==> src/rtl/ks16_seq_mul.sv <==
// Sequential carry-less (GF(2)[x]) multiplier: one 16x16 Karatsuba core is reused
// over all LIMBS^2 limb pairs, XOR-accumulating each partial product at its offset.

module ks16 (
  input  logic [15:0] i_a,
  input  logic [15:0] i_b,
  output logic [30:0] o_p
);
  logic [14:0] w_z0, w_z1, w_z2, w_zm;

  function automatic logic [14:0] clmul8(input logic [7:0] x, input logic [7:0] y);
    logic [14:0] r;
    r = '0;
    for (int k = 0; k < 8; k++) begin
      if (y[k]) r = r ^ ({7'd0, x} << k);
    end
    return r;
  endfunction

  // One level of Karatsuba: three 8x8 products instead of four.
  assign w_z0 = clmul8(i_a[7:0], i_b[7:0]);
  assign w_z2 = clmul8(i_a[15:8], i_b[15:8]);
  assign w_zm = clmul8(i_a[7:0] ^ i_a[15:8], i_b[7:0] ^ i_b[15:8]);
  assign w_z1 = w_zm ^ w_z0 ^ w_z2;
  assign o_p  = {w_z2, 16'd0} ^ {8'd0, w_z1, 8'd0} ^ {16'd0, w_z0};
endmodule

module ks16_seq_mul #(
  parameter int LIMBS = 4
) (
  input  logic                  clk,
  input  logic                  rst,
  input  logic                  in_valid,
  output logic                  in_ready,
  input  logic [16*LIMBS-1:0]   a,
  input  logic [16*LIMBS-1:0]   b,
  output logic                  out_valid,
  input  logic                  out_ready,
  output logic [32*LIMBS-2:0]   d,
  output logic                  busy,
  output logic [1:0]            dbg_state
);
  localparam int W  = 16 * LIMBS;
  localparam int AW = 32 * LIMBS - 1;
  localparam int CW = $clog2(LIMBS) + 1;
  localparam logic [CW-1:0] LAST = CW'(LIMBS - 1);

  typedef enum logic [1:0] {
    S_IDLE = 2'd0,
    S_RUN  = 2'd1,
    S_DONE = 2'd2
  } state_t;

  state_t          r_state;
  logic [W-1:0]    r_a, r_b;
  logic [AW-1:0]   r_acc;
  logic [CW-1:0]   r_i, r_j;

  logic [15:0]     w_la, w_lb;
  logic [30:0]     w_p;
  logic [CW:0]     w_ij;
  logic [AW-1:0]   w_pp, w_acc_nx;

  assign w_la = r_a[16*r_i +: 16];
  assign w_lb = r_b[16*r_j +: 16];

  ks16 u_core (
    .i_a (w_la),
    .i_b (w_lb),
    .o_p (w_p)
  );

  // Partial product for limb pair (i,j) lands at bit 16*(i+j).
  assign w_ij      = {1'b0, r_i} + {1'b0, r_j};
  assign w_pp      = AW'(w_p) << {w_ij, 4'b0000};
  assign w_acc_nx  = r_acc ^ w_pp;
  assign dbg_state = r_state;

  // Handshakes: a transfer happens on a rising edge where valid && ready are both
  // high; valid is never withdrawn and its payload never changes until it transfers.
  always_ff @(posedge clk) begin
    if (rst) begin
      r_state   <= S_IDLE;
      r_i       <= '0;
      r_j       <= '0;
      r_a       <= '0;
      r_b       <= '0;
      r_acc     <= '0;
      in_ready  <= 1'b1;
      out_valid <= 1'b0;
      busy      <= 1'b0;
      d         <= '0;
    end else begin
      case (r_state)
        S_IDLE: begin
          if (in_valid && in_ready) begin
            r_a      <= a;
            r_b      <= b;
            r_acc    <= '0;
            r_i      <= '0;
            r_j      <= '0;
            in_ready <= 1'b0;
            busy     <= 1'b1;
            r_state  <= S_RUN;
          end
        end
        S_RUN: begin
          r_acc <= w_acc_nx;
          if (r_j == LAST) begin
            r_j <= '0;
            if (r_i == LAST) begin
              d         <= w_acc_nx;
              out_valid <= 1'b1;
              r_state   <= S_DONE;
            end else begin
              r_i <= r_i + 1'b1;
            end
          end else begin
            r_j <= r_j + 1'b1;
          end
        end
        S_DONE: begin
          if (out_ready) begin
            out_valid <= 1'b0;
            busy      <= 1'b0;
            in_ready  <= 1'b1;
            r_state   <= S_IDLE;
          end
        end
        default: r_state <= S_IDLE;
      endcase
    end
  end
endmodule

==> config.mk <==
export PLATFORM = sky130hd
export DESIGN_NAME = ks16_seq_mul
export DESIGN_NICKNAME = d
export VERILOG_FILES = /design/src/rtl/ks16_seq_mul.sv
export SDC_FILE = /design/constraint.sdc
export NUM_CORES = 1
export LEC_CHECK = 0
export ABC_AREA = 0
export CORE_ASPECT_RATIO = 0.8
export CORE_MARGIN = 3
export CORE_UTILIZATION = 30
export DETAILED_ROUTE_END_ITERATION = 8
export GPL_TIMING_DRIVEN = 0
export HOLD_SLACK_MARGIN = 0.15
export PLACE_DENSITY = 0.47
export SLEW_MARGIN = 10
export SYNTH_ARGS = -nofsm -noshare
export SYNTH_HDL_FRONTEND = slang
export SYNTH_HIERARCHICAL = 1
export SYNTH_SLANG_ARGS = --single-unit
==> constraint.sdc <==
create_clock -name clk -period 4.7 [get_ports clk]
set_input_delay 0.94 -clock clk [delete_from_list [all_inputs] [get_ports clk]]
set_output_delay 0.94 -clock clk [all_outputs]
set_load 0.03 [all_outputs]
* Word level (Yosys, flattened, before mapping)
Cells that the tools add are included.
** Word-level totals
- Register bits :: 393
- Input bits :: 132
- Word-level logic and storage cells :: 111
** Cells by class
- Add/subtract/negate cells :: 3
- Equal/unequal tests :: 9
- Shift-type cells :: 3
- Multiplexer cells :: 46
- Bitwise logic cells :: 28
- Reductions and logical operators :: 12
** Operators with widths (number)
- $mux 15 :: 21
- $pmux 127 s2 :: 1
- $shiftx 64x8->16 :: 2
- $mux 127 :: 1
- $shl 31x8->127 :: 1
- $xor 127x127->127 :: 1
- $xor 15x15->15 :: 5
- $xor 15x10->15 :: 3
- $xor 15x11->15 :: 3
- $xor 15x12->15 :: 3
- $xor 15x13->15 :: 3
- $xor 15x14->15 :: 3
- $xor 15x9->15 :: 3
- $xor 31x15->31 :: 1
- $xor 31x23->31 :: 1
- $mux 8 :: 3
- $xor 8x8->8 :: 2
- $mux 3 :: 4
- $pmux 3 s2 :: 2
- $reduce_and 4->1 :: 3
- $ne 2x2->1 const B :: 5
- $mux 2 :: 4
- $add 3x1->3 const B :: 2
- $eq 3x2->1 const B :: 2
- other kinds (11) :: 22

* Depth between registers and ports, before layout
- Depth after elaboration :: 24
- Mapped depth :: 16
- Mapped depth without buffers :: 13

* Hierarchy
Netlist, hierarchy kept.
** By module, submodules not included
- ks16_seq_mul :: times used 1, cells each 2168, area each 18183.7 um^2, sequential area each 7867.5 um^2
- ks16 :: times used 1, cells each 424, area each 3173.0 um^2, sequential area each 0.0 um^2

* Worst setup path after synthesis
OpenSTA, ideal clock, no wires.
- Path kind :: register -> register
- Start :: reg r_j[0]
- End :: reg d[106]
- Arrival time :: 3.852 ns
- Required time :: 4.620 ns
- Setup slack :: 0.768 ns
- Cell stages (with the launch flop) :: 17
- Path buffers :: 3
- Clock period less this slack :: 3.932 ns
- Cells stage by stage :: dfxtp_1 -> buf_2 -> buf_2 -> mux4_2 -> nor2b_1 -> buf_6 -> nand2_1 -> xor2_1 -> xnor2_1 -> xnor2_1 -> xnor2_1 -> xnor2_1 -> or3b_2 -> a21oi_2 -> nand2_1 -> xor2_1 -> a211oi_2
** Between the ends
- Word-level cells in the longest chain between the ends :: 23
- Elaborated cells on any way between the ends :: 56
- Classes of those cells :: add/sub (1); eq/ne (1); shift (2); mux (24); bitwise (27); reduce/logical (1)
** RTL lines
- start: declaration :: line 57 : logic [CW-1:0] r_i, r_j;
- start signal: assignment :: line 119 : r_j <= r_j + 1'b1;
- $shiftx 64x8->16 (*) :: line 65 : assign w_lb = r_b[16*r_j +: 16];
- net w_lb[0] :: line 59 : logic [15:0] w_la, w_lb;
- $xor 8x8->8 :: line 23 : assign w_zm = clmul8(i_a[7:0] ^ i_a[15:8], i_b[7:0] ^ i_b[15:8]);
- $mux 8 :: line 15 : if (y[k]) r = r ^ ({7'd0, x} << k);
- $xor 15x9->15 :: line 15
- $mux 15 :: line 15
- $xor 15x10->15 :: line 15
- $mux 15 :: line 15
- [... 8 more ...]
- $xor 15x15->15 :: line 15
- $mux 15 :: line 15
- $xor 15x15->15 (*) (2 in series) :: line 24 : assign w_z1 = w_zm ^ w_z0 ^ w_z2;
- $xor 31x23->31 (*) :: line 25 : assign o_p = {w_z2, 16'd0} ^ {8'd0, w_z1, 8'd0} ^ {16'd0, w_z0};
- $xor 31x15->31 (*) :: line 25
- net w_p[10] :: line 60 : logic [30:0] w_p;
- $shl 31x8->127 (*) :: line 75 : assign w_pp = AW'(w_p) << {w_ij, 4'b0000};
- $xor 127x127->127 (*) :: line 76 : assign w_acc_nx = r_acc ^ w_pp;
- end signal: assignment :: line 112 : d <= w_acc_nx;
- end: declaration :: line 39 : output logic [32*LIMBS-2:0] d,
Mark *: on every way through the listed nets, which the timed path passes. The rest lies on a longest branch.
A chain may end at the register's enable or synchronous reset.

* Worst setup path in the final report
- Start :: reg r_j[1]
- End :: reg r_acc[17]
** Between the ends
- Elaborated cells on any way between the ends :: 53
- Classes of those cells :: add/sub (1); shift (2); mux (24); bitwise (26)
** RTL lines
- $shiftx 64x8->16 (*) :: line 65
- net w_lb[12] :: line 59
- $xor 8x8->8 :: line 23
- $mux 15 :: line 15
- $xor 15x13->15 :: line 15
- $mux 15 :: line 15
- $xor 15x14->15 :: line 15
- $mux 15 :: line 15
- $xor 15x15->15 :: line 15
- $mux 15 :: line 15
- $xor 15x15->15 (2 in series) :: line 24
- $xor 31x23->31 (*) :: line 25
- $xor 31x15->31 (*) :: line 25
- net w_p[17] :: line 60
- $shl 31x8->127 (*) :: line 75
- $xor 127x127->127 (*) :: line 76
- $pmux 127 s2 (*) :: line 94 : case (r_state)
- end signal: assignment :: line 108 : r_acc <= w_acc_nx;
- end: declaration :: line 56 : logic [AW-1:0] r_acc;
Marked as above.

==> run_results.csv <==
group,metric,value,unit
floorplan,coreArea,0.06973,mm2
run_status,status,"complete, no violations",
placement,dp.final_hpwl,62050,um
global_routing,grt_usage,21.10,%
finish,area_delta_synth_final,27.06,%
yosys,synth_area_leaders,"dfxtp_1 (37%), nand2_1 (9.4%), xor2_1 (6.6%), xnor2_1 (5.8%), a31oi_1 (4.3%)",
hold_path,holdPathStages,2,
power_and_ir_drop,combPwrFrac,23.0,%
floorplan,start_util,30.63,%
yosys,post_synth_mux_area_share,4.710,%
floorplan,dieWidth,304.3,um
yosys,synthFlopType,"dfxtp_1",
critical_path,reg2reg_slack,160,ps
cts,clockBufferDepth,3,
critical_path,worst_setup_path_start_kind,"flip-flop",
yosys,synth-compound-area-share,17.72,%
power_and_ir_drop,p_switching,2.947,mW
global_routing,overflow,0,
route,routed_wl,81720,um
yosys,synth_top_family_by_area,"simple AND/OR/NAND/NOR gates",
yosys,synth.top_cells.by_count,"nand2_1 (532), dfxtp_1 (393), nor2_1 (231), a21oi_1 (170), xor2_1 (160)",
route,drc,0,
floorplan,ios,264,
timing,fin_crit,4543,ps
critical_path,reg2reg_to,"r_acc[17]",
floorplan,die_y,244.6,um
cts,cts_made_buffers,43,
power_and_ir_drop,peakVddDrop,0.0002036,V
timing,tightestPinTransition,1296,ps
placement,io_buffers,262,
power_and_ir_drop,p_clk_share,38.2,%
finish,drive_gt1_share,10.96,%
job,drv_cap,0,
timing,max-slew-margin-rel,11.16,%
hold_path,whs_endpoint,"r_a[17]",
timing,rsz0062_at_grt,"false",
floorplan,placementRows,86,
yosys,yosysSeqAreaShare,36.84,%
timing,fmax,220.1,MHz
power_and_ir_drop,leakagePower,8.875,nW
yosys,synth_edf_count,0,
cts,clock_sinks,393,
hold_path,hold_path_class,"reg2reg",
route,ant_nets,0,
yosys,synth_seq_cells,393,
route,post_drt_via_cell_ratio,5.204,
critical_path,worstPathMaxFanout,10,
cts,cts.clk_slew.worst_paths,60,ps
yosys,synth_top_area_cell,"dfxtp_1",
route,drt_pass1_iterations,7,
cts,cts_tree,"built",
power_and_ir_drop,power.share.switching,31.66,%
placement,detailed_place.area,0.02514,mm2
critical_path,crit_type,"reg2reg",
yosys,synth_most_common_cell,"nand2_1",
critical_path,crit_path_end_kind,"flip-flop",
yosys,synth_nets,2731,
finish,nNetsFinal,3054,
timing,slew_viol_final,0,
yosys,postSynthAreaPerCell,8.239,um2
critical_path,cp.required,5190,ps
timing,final.setup_skew,28.76,ps
critical_path,rr_worst_depth,16,
route,routedWlPerCell,21.10,um
timing,fin_crit_sh,96.66,%
yosys,yosys.area_share.simple,19.32,%
cts,clockRootBuffer,"clkbuf_16",
yosys,synthAdderAreaFrac,0.4453,%
finish,fin_area,0.02714,mm2
global_routing,grt_pass1_wl,121900,um
global_routing,antenna_found_initial,4,
power_and_ir_drop,power.internal,6.362,mW
yosys,syn_inst,2592,
timing,hold_viol,0,
critical_path,rr_startpoint,"r_j[1]",
placement,place.gp.congestion,0.8907,
cts,holdBufCountCts,0,
timing,hold_ws,453.8,ps
global_routing,grt_max_degree,14,
yosys,synth.top_cell.area_share,36.84,%
power_and_ir_drop,share_seq_of_total_power,38.8,%
power_and_ir_drop,powerDensity,343.1,mW/mm2
yosys,synthesis.area,0.02136,mm2
yosys,ys_warn_count,6,
timing,setup_viol,0,
yosys,async_flop_share,0,%
hold_path,hold_start,"r_a[17]",
floorplan,die_area,0.07445,mm2
global_routing,grt_pass1_vias,19510,
critical_path,cp.arrival,5030,ps
route,vias,20160,
yosys,synthXorXnorAreaFrac,15.19,%
cts,clk_latency,590,ps
route,initialDrtViolationCount,1876,
yosys,synth.distinct_cells,52,
cts,cts_max_level,2,
-- state kept, by name, summed over array words and instances, names as in the netlist --
register   flops
r_b           64
r_acc        127
out_valid      1
dbg_state      2
busy           1
r_i            3
r_j            3
d            127
r_a           64
in_ready       1
-- worst max-delay path, stage by stage, from the launching register on --
cell and delay, ps:
dfxtp_1 450, clkbuf_4 280, clkbuf_4 290, mux4_2 340
nor2b_1 140, buf_4 230, nand2_1 100, xor2_1 170
xnor2_1 120, xnor2_2 560, xnor2_1 220, xnor2_2 250
mux2i_2 620, nor2_1 150, nand2_1 140, nand2_1 60
a311oi_1 290
-- per-layer routing --
layer	global-route usage (%)	up-vias	share of wire, %
met5	0	-	0.016
met4	5.234	2	1.9
met3	4.771	102	8.0
met2	30.87	698	42
met1	31.19	9787	48
li1	-	9566	-
-- layout by cell type (no fill, tap or decap), types with 31 or more instances in the layout --
cell / n
nand2_1: 532
dfxtp_1: 392
clkdlybuf4s50_1: 262
nor2_1: 231
a21oi_1: 169
xor2_1: 157
a31oi_1: 146
clkbuf_1: 129
a211oi_1: 120
xnor2_1: 118
o21ai_0: 53
nand3_1: 46
clkbuf_16: 45
buf_4: 42
mux4_2: 32
buf_2: 31
and3_1: 31
-- power by group through the flow --
stage               clock [mW]  combinational [mW]  sequential (mW)
floorplan                    0                1.18             3.65
global placement             0                1.90             3.67
detailed placement           0                1.92             3.68
CTS                       3.63                2.02             3.61
global route              3.76                2.27             3.63
finish                    3.56                2.14             3.61
-- logic make-up (layout without fill, tap and decap cells) --
group / after synthesis / after routing
AOI/OAI and AO/OA: 588 / 588
DFF: 393 / 393
adders and majority gates: 7 / 7
and+or+nand+nor: 969 / 969
other: 0 / 2
muxes: 59 / 59
xor gates and xnor gates: 327 / 327
buffers and inverters: 249 / 604
-- final cells by class --
type                       count  area [um2]
tap                          924        1156
clock buffer                  67        1349
clock inverter                10       123.9
inverter                      23       86.33
antenna                        2       5.005
multi-input combinational   1950       12610
sequential                   393        7869
buffer                       226        1195
timing repair buffer         278        2743
fill                        7102       42590
-- metrics by stage --
step | worst slack, ps | power, mW | std cells | TNS, ps | util, %
5_1_grt | 2.133 | 9.656 | 3871 | 0 | 38.91
3_5_place_dp | -1149 | 5.595 | 3778 | -119860 | 36.05
3_3_place_gp | -1176 | 5.566 | 3778 | -120180 | 36.05
4_1_cts | 3.137 | 9.264 | 3862 | 0 | 38.56
6_report | 157.1 | 9.310 | 3873 | 0 | 38.92
2_1_floorplan | 768.3 | 4.834 | 2592 | 0 | -
-- worst max path at each step --
stage	depth (start not counted)	to	startpoint	slack, ps
3_5_place_dp	16	d[44]	r_j[1]	-1150
2_1_floorplan	16	d[106]	r_j[0]	770
6_report	16	r_acc[17]	r_j[1]	160
4_1_cts	16	d[27]	r_j[0]	3
3_3_place_gp	16	d[42]	r_j[1]	-1180
5_1_grt	16	d[44]	r_j[0]	2
-- what timing repair did --
item	in CTS	in global routing
setup endpoints to repair	214	102
setup buffers	7	9
pin swaps	6	8
resized for setup	42	35
Power figures use the tool's default switching activity.
==> RTL edit: new RTL, config.mk and constraints unchanged <==
Set the parameter `LIMBS` to 2 (it was 4).
--- a/src/rtl/ks16_seq_mul.sv
+++ b/src/rtl/ks16_seq_mul.sv
@@ -26,7 +26,7 @@
 endmodule
 
 module ks16_seq_mul #(
-  parameter int LIMBS = 4
+  parameter int LIMBS = 2
 ) (
   input  logic                  clk,
   input  logic                  rst,
Ports: changed (resized a, b and d); port bits go from 264 to 136. The function was not compared with the original's and may differ.
==> RTL edit against the unedited design <==
- sequential cell count down 194
- synthesized area is 40% lower
- critical path depth down 3
- highest routed layer is now met4
- critical endpoint is now d[30]
- wire length decreased by 45%
- largest power group unchanged
- count of clock-buffer cells in the layout down 50
- synthesized cell count is 39% lower
- worst setup slack better by 0.15 ns
- non-clock buffer count fell by 225
- cell area fell by 42%
- fmax grew 3.4%
- core utilization is 1.8 points lower
- power shrank 50%
==> RTL edit: results (changes against the unedited design) <==
Post-Place Cells=2,261 (-40%); status=finished clean; wire per inst=19.4 um (-7.9%); Synth Area in Adders=0.00349 (-0.000959); inverters=52 (+130%); largest net degree at the start of global routing=20 (+6); Post-CTS Resized=6 (-86%); final WL=44,500 um (-45%); first-pass GRT wire length=69,000 um (-43%); clk_skew=0.0219 ns (-0.00683 ns); post-CTS setup buffers=0 (-7); # clk buffers=17 (-75%); DP Area=14,900 um^2 (-41%); Seq/total area=0.254 (-0.0356); register area share after synthesis=0.309 (-0.0594); Synth Area in XOR/XNOR=0.176 (+0.0243); synth unique cells=51 (-1.9%); crit-path max cell delay=0.66 ns (+0.04 ns); worst slew pin tran=1.05 ns (-0.245 ns); Logic power comb=1.19 mW (-44%); num sequential=199 (-49%); Non-clk bufs=279 (-45%); n_diodes=0 (-2); initial antenna violation count=3 (-1); DP HPWL=33,400 um (-46%); power in sequential cells=1.78 mW (-51%); NonClk Buf Share=0.139 (-0.00580); Max clock buf depth=2 (-1); CP max-delay cell=xnor3_1
RTL edit: changes by cell type in the layout (fill, tap and decap cells not counted), moves of 73 or more:
| cell | unedited run | this run |
|---|---|---|
| dfxtp_1 | 392 | 199 |
| nand2_1 | 532 | 276 |
| a211oi_1 | 120 | 19 |
| clkdlybuf4s50_1 | 262 | 135 |
| a31oi_1 | 146 | 16 |
| xor2_1 | 157 | 61 |
| nor2_1 | 231 | 95 |
| o211ai_1 | 0 | 73 |
RTL edit: worst paths after layout:
path,start,to,slack (ns),depth (start not counted)
max reg2reg,r_i[0],d[30],0.31,13
min reg2reg,r_b[6],r_b[6],0.46,2
max,r_i[0],d[30],0.31,13
min,r_b[6],r_b[6],0.46,2
RTL edit: per-layer routing:
layer / share of wire / track usage
met5: 0 / 0
met4: 0.017 / 0.0514
met3: 0.054 / 0.0381
met2: 0.42 / 0.296
met1: 0.50 / 0.287
